===== src/rtl/uart_pkg.sv =====
// ============================================================================
//  Module      : uart_pkg
//  Description : Shared UART constants and the byte type used by RX, TX and
//                the transmit FIFO.
//  Revision    : 1.0 - initial release
// ============================================================================
`default_nettype none

package uart_pkg;

  localparam int UART_DATA_WIDTH = 8;
  localparam int CLOCK_FREQ      = 50_000_000;
  localparam int BAUD_RATE       = 115_200;

  typedef logic [UART_DATA_WIDTH-1:0] uart_byte_t;

endpackage : uart_pkg

`default_nettype wire


===== src/rtl/uart_tx_fifo.sv =====
// ============================================================================
//  Module      : uart_tx_fifo
//  Description : First-word-fall-through byte FIFO feeding the UART
//                transmitter, with sticky overflow and occupancy reporting.
//  Revision    : 1.0 - initial release
// ============================================================================
`default_nettype none

module uart_tx_fifo
  import uart_pkg::*;
#(
  parameter int DATA_WIDTH        = UART_DATA_WIDTH,
  parameter int DEPTH             = 16,
  parameter int ALMOST_FULL_LEVEL = DEPTH - 2
) (
  input  logic                     sample_clock,
  input  logic                     reset,
  input  logic [DATA_WIDTH-1:0]    wr_data,
  input  logic                     wr_en,
  output logic                     full,
  output logic                     almost_full,
  output logic [DATA_WIDTH-1:0]    tx_data,
  output logic                     tx_valid,
  input  logic                     tx_ready,
  output logic [$clog2(DEPTH):0]   level,
  output logic                     overflow,
  input  logic                     clear_overflow
);

  localparam int AW = $clog2(DEPTH);
  localparam int PW = AW + 1;

  localparam logic [PW-1:0] c_one      = PW'(1);
  localparam logic [PW-1:0] c_af_level = PW'(ALMOST_FULL_LEVEL);

  // Pointers carry one extra wrap bit so full and empty are distinguishable.
  logic [PW-1:0]         r_wr_ptr;
  logic [PW-1:0]         r_rd_ptr;
  logic                  r_overflow;
  logic [DATA_WIDTH-1:0] r_mem [DEPTH];

  logic          w_empty;
  logic          w_full;
  logic          w_push;
  logic          w_pop;
  logic [PW-1:0] w_level;

  assign w_empty = (r_wr_ptr == r_rd_ptr);
  assign w_full  = (r_wr_ptr[AW-1:0] == r_rd_ptr[AW-1:0]) &&
                   (r_wr_ptr[AW] != r_rd_ptr[AW]);
  assign w_level = r_wr_ptr - r_rd_ptr;
  assign w_push  = wr_en && !w_full;
  assign w_pop   = !w_empty && tx_ready;

  always_ff @(posedge sample_clock) begin
    if (reset) begin
      r_wr_ptr   <= '0;
      r_rd_ptr   <= '0;
      r_overflow <= 1'b0;
    end else begin
      if (w_push) begin
        r_wr_ptr <= r_wr_ptr + c_one;
      end
      if (w_pop) begin
        r_rd_ptr <= r_rd_ptr + c_one;
      end
      // A rejected push takes priority over a simultaneous clear.
      if (wr_en && w_full) begin
        r_overflow <= 1'b1;
      end else if (clear_overflow) begin
        r_overflow <= 1'b0;
      end
    end
  end

  // Storage is deliberately left out of reset; only the pointers define content.
  always_ff @(posedge sample_clock) begin
    if (w_push && !reset) begin
      r_mem[r_wr_ptr[AW-1:0]] <= wr_data;
    end
  end

  assign full        = w_full;
  assign almost_full = (w_level >= c_af_level);
  assign level       = w_level;
  assign tx_valid    = !w_empty;
  assign tx_data     = r_mem[r_rd_ptr[AW-1:0]];
  assign overflow    = r_overflow;

endmodule : uart_tx_fifo

`default_nettype wire

===== config.mk =====
export PLATFORM = sky130hd
export DESIGN_NAME = uart_tx_fifo
export DESIGN_NICKNAME = d
export VERILOG_FILES = /design/src/rtl/uart_pkg.sv /design/src/rtl/uart_tx_fifo.sv
export SDC_FILE = /design/constraint.sdc
export NUM_CORES = 1
export LEC_CHECK = 0
export BUFFER_PORTS_ARGS = -buffer_cell sky130_fd_sc_hd__buf_2
export CAP_MARGIN = 20
export CORE_MARGIN = 2
export CORE_UTILIZATION = 40
export DETAILED_ROUTE_END_ITERATION = 6
export GPL_TIMING_DRIVEN = 0
export HOLD_SLACK_MARGIN = 0.05
export SYNTH_ARGS = -nofsm -noshare
export SYNTH_HDL_FRONTEND = slang
export SYNTH_SLANG_ARGS = --single-unit

===== constraint.sdc =====
create_clock -name sample_clock -period 5.51 [get_ports sample_clock]
set_input_delay 1.102 -clock sample_clock [delete_from_list [all_inputs] [get_ports sample_clock]]
set_output_delay 1.102 -clock sample_clock [all_outputs]
set_load 0.005 [all_outputs]

Yosys cells after proc, flatten, opt, wreduce, memory -nomap -nowiden
Memories as Yosys holds them, arrays and structs flattened. A register that Yosys moved wholly into a read port is not among the register bits.
Index checks and enable logic that the tools add are counted.
Word-level totals
  flip-flop bits (word level): 11
  bits in writable memories: 128
  bits of input ports: 13
  output and inout port bits: 17
  logic and storage cells: 26
  memories kept: 1
Cells by class
  add/subtract/negate cells: 3
  $lt $le $gt $ge: 1
  equal/unequal tests: 3
  multiplexer cells: 6
  reductions and logical operators: 9
Memories
  r_mem: depth 16, bits a word 8, rd ports 1, clocked after memory_dff 1, wr ports 1, RTL line uart_tx_fifo.sv:40  | logic [DATA_WIDTH-1:0] r_mem [DEPTH];
Operator list (number)
  5-bit by 1-bit adder with 5-bit output (second input constant): 2
  4-bit 2-to-1 mux: 2
  5-bit equality test: 1
  5-bit by 4-bit greater-or-equal comparator with 1-bit output (second input constant): 1
  1-bit logical AND: 5
  5-bit subtractor: 1
  4-bit equality test: 1
  1-bit 2-to-1 mux: 4
  1-bit zero test: 3
  2-bit nonzero test: 1
  1-bit inequality test: 1

Logic depth before layout (Yosys ltp)
Gate-level depths: netlist of the first run.
  word-level depth: 7
  depth in mapped cells: 8
  depth with buffers taken out: 8

Worst setup path before layout of the first run
Ideal clock, no wire load.
  kind: reg2out
  from: register r_wr_ptr[0]
  to: output port almost_full
  data arrival time: 1.705 ns
  required time: 4.408 ns
  setup slack: 2.703 ns
  stages on the path, launching flop included: 9
  buffers on the path: 0
  cells stage by stage: dfxtp_1 > inv_1 > ha_1 > inv_1 > fa_1 > a21o_1 > a21oi_1 > xnor2_1 > a41o_1
On the way
  cells in the longest elaborated chain, start to end: 2
RTL lines
  start: declaration: RTL line uart_tx_fifo.sv:37  | logic [PW-1:0] r_wr_ptr;
  start signal: assignment: RTL line uart_tx_fifo.sv:62  | r_wr_ptr <= r_wr_ptr + c_one;
  5-bit subtractor: RTL line uart_tx_fifo.sv:51  | assign w_level = r_wr_ptr - r_rd_ptr;
  net level[4]: RTL line uart_tx_fifo.sv:25  | output logic [$clog2(DEPTH):0] level,
  5-bit by 4-bit greater-or-equal comparator with 1-bit output: RTL line uart_tx_fifo.sv:84  | assign almost_full = (w_level >= c_af_level);
  end: declaration: RTL line uart_tx_fifo.sv:21  | output logic almost_full,
The timed path passes the listed nets, and every way through them passes these cells.

==> metrics.csv, run 1 <==
metric,value,unit
p_leak,2.24,nW
ys_ff_latch,143,
cts_setup_buffers,0,
synth.distinct_cells,35,
wl,11300,um
crit_fanout,10,
met1Wirelength,4910,um
outcome,"complete, no violations",
first_global_vias,3030,
antenna_found_initial,0,
cp.arrival,2.43,ns
synth-warning-count,0,
p_total,2.81,mW
vdd_drop_max,231,uV
rows,43,
hold_violations,0,
crit_required,4.41,ns
layout-area-overhead-vs-synth,18.3,%
dr_wl_met2,5710,um
critPathCaptureType,output pin,
post_cts_resized,0,
syn_area,5710,um^2
vias_per_cell,5.13,
cts_hold_buf,0,
io_pins,30,
worst_slack,1.98,ns
drtIter0Drc,175,
portBuffers,29,
die-area,15300,um^2
rsz0062_at_grt,no,
core,13900,um^2
crit_type,register to output pin,
cp-start-kind,register,
overflow,0,
wl_met3,453,um
grt_max_degree,17,
vias,2836,
gp_congestion,0.779,
start_util,0.410,
clk_path_buf_depth,2,
tns,0,ns
fp.dieH,124,um
drv_slew,0,
reg2reg_depth,8,
cts_tree,built,
wl_per_cell,20.4,um
fill_cells,1165,
synth_edf_count,128,
htree_levels,4,
yosysSeqAreaShare,0.725,
syn_avg_cell_area,18.3,um^2
synth_ff_type,edfxtp_1,
hold_path_class,register to register,
setup-violations-final,0,
syn_nets,335,
numCtsBuffers,17,
clock-root-buffer,clkbuf_16,
grt_util_all_layers,0.163,
drive_above_1_share,0.271,
drcViolationCount,0,
insertion_delay,0.41,ns
finalNetCount,383,
relSlewSlack,0.369,
maxCapViolations,0,
power_density,416,nW/um^2
antenna_cells,0,
place_ws,2.31,ns
hpwl,7300,um
cts_sinks,143,
async_reset_ff_frac,0,
grt_pass1_wl,17300,um
finalCritPeriodShare,0.641,
fmax,0.283,GHz
ant_nets,0,
fp.dieW,124,um
clock_skew,0.00687,ns
hold_ws,0.539,ns
holdPathStages,2,
period_needed,3.53,ns
post_synth_inst_count,312,
worst_pin_slew,0.943,ns
clkTransAtPathRegs,0.06,ns
drtPass1Iterations,4,
top_layer,met4,
## critical path, stage by stage (launching register included)
cell and delay, ns:
dfxtp_1 0.43, buf_1 0.62, mux4_2 0.40, a22oi_1 0.31
nand2_1 0.11, buf_2 0.14
## stage by stage
step / util / cell area [um^2] / std cells
CTS: 0.485 / 6760 / 553
finish: 0.485 / 6760 / 553
floorplan: - / 5710 / 312
global placement: 0.437 / 6080 / 521
detailed placement: 0.437 / 6080 / 521
global route: 0.485 / 6760 / 553
## power by group
| part | internal (mW) | switching, mW | leakage, nW |
|---|---|---|---|
| clock | 0.861 | 0.417 | 0.328 |
| sequential | 1.19 | 0.0100 | 1.27 |
| combinational | 0.167 | 0.162 | 0.638 |
| total | 2.22 | 0.589 | 2.24 |
## final cells by class
class                           count  area (um^2)  area share
Clock buffer                       22          494      0.0731
Timing Repair Buffer               29          145      0.0215
Buffer                             12         66.3     0.00981
Inverter                            8         30.0     0.00444
Tap cell                          180          225      0.0333
Multi-Input combinational cell    149         1470       0.218
Sequential cell                   143         4140       0.613
Clock inverter                     10          180      0.0267
## path summary, 6_finish.rpt
kind | startpoint | end | slack [ns]
worst max register to register | r_wr_ptr[0] | r_mem[0][5] | 2.46
worst max-delay path | register | tx_data[0] | 1.98
worst min-delay path | r_rd_ptr[3] | r_rd_ptr[3] | 0.54
worst min register to register | r_rd_ptr[3] | r_rd_ptr[3] | 0.54
## sequential cells by signal, summed over array words and instances (netlist names), named ones only
register / count
overflow: 1
r_rd_ptr: 5
r_wr_ptr: 5
r_mem: 128
## layer usage
metal,up-vias,track usage
li1,1329,-
met1,1433,0.202
met2,59,0.277
met3,15,0.0447
met4,0,0.0540
met5,-,0
## cell families (layout without fill, tap and decap cells)
| family | count (synthesis) | after routing | share of synthesized area |
|---|---|---|---|
| and+or+nand+nor | 63 | 63 | 0.0499 |
| muxes | 33 | 33 | 0.128 |
| AOI/OAI and AO/OA | 32 | 32 | 0.0401 |
| DFF | 143 | 143 | 0.725 |
| xor gates and xnor gates | 11 | 11 | 0.0169 |
| adders and majority gates | 10 | 10 | 0.0232 |
| buffers and inverters | 20 | 81 | 0.0169 |
## cells in the final DEF, fill, tap and decap left out, drive strengths merged
| master | n |
|---|---|
| a2111oi | 1 |
| and2 | 2 |
| and3 | 1 |
| a22oi | 16 |
| buf | 38 |
| o21ai | 4 |
| nor2 | 27 |
| clkinv | 3 |
| or3 | 3 |
| nand3 | 3 |
| a21oi | 6 |
| a41o | 1 |
| inv | 8 |
| or2 | 1 |
| nor2b | 5 |
| a21o | 1 |
| edfxtp | 128 |
| xor2 | 4 |
| o211ai | 1 |
| fa | 1 |
| nand4 | 1 |
| nand3b | 2 |
| mux2i | 1 |
| dfxtp | 15 |
| bufinv | 5 |
| o21a | 1 |
| mux4 | 32 |
| clkbuf | 25 |
| clkinvlp | 2 |
| a211oi | 1 |
| xnor2 | 7 |
| and4 | 1 |
| nand2 | 17 |
| ha | 9 |
## cells in the mapped netlist (2+ instances only)
library cell	count	area (um^2)
edfxtp_1	128	3840
inv_1	8	30.0
clkbuf_1	3	11.3
xnor2_1	7	61.3
buf_6	2	22.5
nor2_1	27	101
ha_1	9	113
buf_2	2	10.0
dfxtp_1	15	300
a22oi_1	16	120
a21oi_1	6	30.0
or3_1	3	18.8
buf_1	4	15.0
xor2_1	4	35.0
nand3_1	3	15.0
nand3b_1	2	15.0
nor2b_1	5	31.3
o21ai_0	3	15.0
mux4_2	32	721
and2_1	2	12.5
nand2_1	17	63.8
(Power assumes the default switching activity.)
==> run 2, diff against run 1 <==
Settings changed: ABC_AREA set to 1.
Clock period 5.51 ns to 3.6 ns, I/O delays scaled along.
==> run 2 against run 1 <==
  * Hold slack worse by 0.067 ns
  * Sequential share of layout area fell by 5.7 points
  * Register-to-register slack worse by 1.5 ns
  * Critical endpoint is now tx_data[3]
==> metrics.csv, run 2 <==
metric,value,unit,change
rows,46,,+7.0%
switching_share,0.274,,+0.0646
drv_slew,0,,unchanged
layout-area-overhead-vs-synth,14.4,%,
outcome,"complete, no violations",,
syn_avg_cell_area,9.76,um^2,-47%
wl,16000,um,+42%
rsz0062_at_grt,no,,
critPathCaptureType,output pin,,
yosys.area.top_type_share,0.590,,-0.0829
yosys.cell_count.top_type,nand2_1,,
die-area,17300,um^2,+14%
vias,4544,,+60%
pwr-share-comb,0.162,,+0.045
syn_nets,691,,+110%
yosysSeqAreaShare,0.636,,-0.0894
busiest_layer,met2,,
cts_sinks,143,,unchanged
finalCritPeriodShare,0.788,,
grt_pass1_wl,24300,um,+40%
vdd_drop_max,325,uV,+41%
layout_common_cells,"199 x nand2_1, 128 x edfxtp_1, 115 x inv_1, 109 x nand3_1, 46 x buf_2",,
fp.dieW,132,um,+6.6%
finalNetCount,738,,+93%
syn_area,6520,um^2,+14%
portBuffers,28,,-3.4%
drcViolationCount,0,,unchanged
insertion_delay,0.43,ns,+0.02 ns
maxCapViolations,0,,unchanged
synth-warning-count,0,,unchanged
post_cts_resized,0,,unchanged
antenna_cells,0,,unchanged
drive_above_1_share,0.128,,-0.143
htree_levels,4,,unchanged
fmax,0.353,GHz,
power_density,549,nW/um^2,+32%
p_clk_frac,0.387,,-0.068
switching_power,1.12,mW,+90%
cp.arrival,2.12,ns,-0.31 ns
first_global_vias,4265,,+41%
ys_ff_latch,143,,unchanged
start_util,0.410,,about the same
drtIter0Drc,329,,+88%
cts_hold_buf,0,,unchanged
drtPass1Iterations,5,,+1
async_reset_ff_frac,0,,unchanged
crit_fanout,10,,unchanged
grt_max_degree,17,,unchanged
overflow,0,,unchanged
largest_reg_flops,128,,unchanged
hold_violations,0,,unchanged
wl_per_cell,16.9,um,-17%
antenna_found_initial,0,,unchanged
place_area,6930,um^2,+14%
layout_commonest_cell,nand2_1,,
worst_pin_slew,0.845,ns,-0.0972 ns
synth_edf_count,128,,unchanged
fp.dieH,132,um,+6.6%
fin_util,0.469,,-0.0156
synth_area_leaders,"edfxtp_1 59%, nand2_1 11%, nand3_1 8.4%",,
cts_tree,built,,
crit_type,register to output pin,,
internal_power,2.97,mW,+34%
synth_top_area_cell,edfxtp_1,,
core,15900,um^2,+14%
place_inst,912,,+75%
layoutNonFillerInstCount,943,,+71%
vias_per_cell,4.82,,-6.0%
grt_util_all_layers,0.192,,+0.0284
synth.distinct_cells,26,,-26%
period_needed,2.84,ns,
final_area,7460,um^2,+10%
synth_ff_type,edfxtp_1,,
post_synth_inst_count,668,,+110%
relSlewSlack,0.434,,+0.0650
synth_commonest_cells,"199 x nand2_1, 128 x edfxtp_1, 115 x inv_1",,
hold_path_class,register to register,,
hpwl,10900,um,+49%
grtUsageMet1,0.244,,+0.0421
clock_skew,0.00861,ns,+0.00175 ns
clock-root-buffer,clkbuf_16,,
clkTransAtPathRegs,0.06,ns,about the same
crit_required,2.88,ns,-1.53 ns
setup-violations-final,0,,unchanged
grt_use_met3,0.0394,,-0.00539
tns,0,ns,unchanged
numCtsBuffers,17,,unchanged
p_leak,3.25,nW,+45%
cp-start-kind,register,,
io_pins,30,,unchanged
gp_congestion,0.875,,+12%
ant_nets,0,,unchanged
cts_setup_buffers,0,,unchanged
use_met2,0.323,,+0.0451
clk_path_buf_depth,2,,unchanged
pwr-share-seq,0.451,,+0.023
[run 2: cell count changes after synthesis, sizes merged, moves of 4 or more]
cell	delta
a22oi	-16
inv	+111
nand2	+191
xnor2	-7
nand3	+107
nor2b	-5
clkbuf	+4
buf	+11
mux4	-32
[run 2: logic make-up (layout without fill, tap and decap cells)]
| logic type | count (synthesis) | in the layout | synth area share |
|---|---|---|---|
| AO/OA/AOI/OAI | 14 | 14 | 0.0107 |
| XOR/XNOR | 3 | 3 | 0.00403 |
| adder cells (fa/ha/maj) | 10 | 10 | 0.0203 |
| buffers and inverters | 146 | 205 | 0.0881 |
| flip-flops | 143 | 143 | 0.636 |
| AND/OR/NAND/NOR | 352 | 352 | 0.241 |
[run 2: per-layer routing]
metal  routed length (um)  vias to the layer above
met5                    0                        -
met4                  327                        0
met3                  720                       19
met2                 8050                      101
met1                 6850                     2184
li1                     -                     2240
[run 2: power groups by stage]
stage | logic [mW] | clock network (mW) | registers (mW)
finish | 0.663 | 1.58 | 1.84
global route | 0.734 | 1.68 | 1.85
CTS | 0.671 | 1.60 | 1.84
detailed placement | 0.667 | 0 | 1.88
global placement | 0.655 | 0 | 1.88
floorplan | 0.405 | 0 | 1.87
[run 2: layout make-up]
class / instances / area (um^2)
repair buffers: 28 / 140
inverters: 119 / 447
well taps: 216 / 270
clock inverters: 13 / 100
multi-input cells: 379 / 1800
plain buffers: 27 / 128
fillers: 1536 / 8430
flip-flops and latches: 143 / 4140
clock buffers: 18 / 429
[run 2: path summary, 6_finish.rpt]
check              start            to  slack, ns  depth (start not counted)
max             register    tx_data[3]       0.76                          7
min             overflow      overflow       0.47                          2
max reg2reg  r_rd_ptr[2]  r_mem[15][2]       0.97                         10
min reg2reg     overflow      overflow       0.47                          2
[run 2: metrics by stage]
step / hold slack (ns) / worst slack, ns / total power [mW]
after global placement: 0.453 / 1.02 / 2.53
after global routing: 0.547 / 0.586 / 4.26
after floorplan: 0.460 / 1.40 / 2.28
after detailed placement: 0.459 / 0.950 / 2.54
final: 0.472 / 0.764 / 4.09
after CTS: 0.471 / 0.765 / 4.11
[run 2: critical path: stages (launching register included)]
cell,delay [ns]
dfxtp_1,0.32
buf_2,0.19
clkbuf_1,0.49
nand3_1,0.22
nand3_1,0.11
nand3_1,0.14
nand2_1,0.12
buf_2,0.11
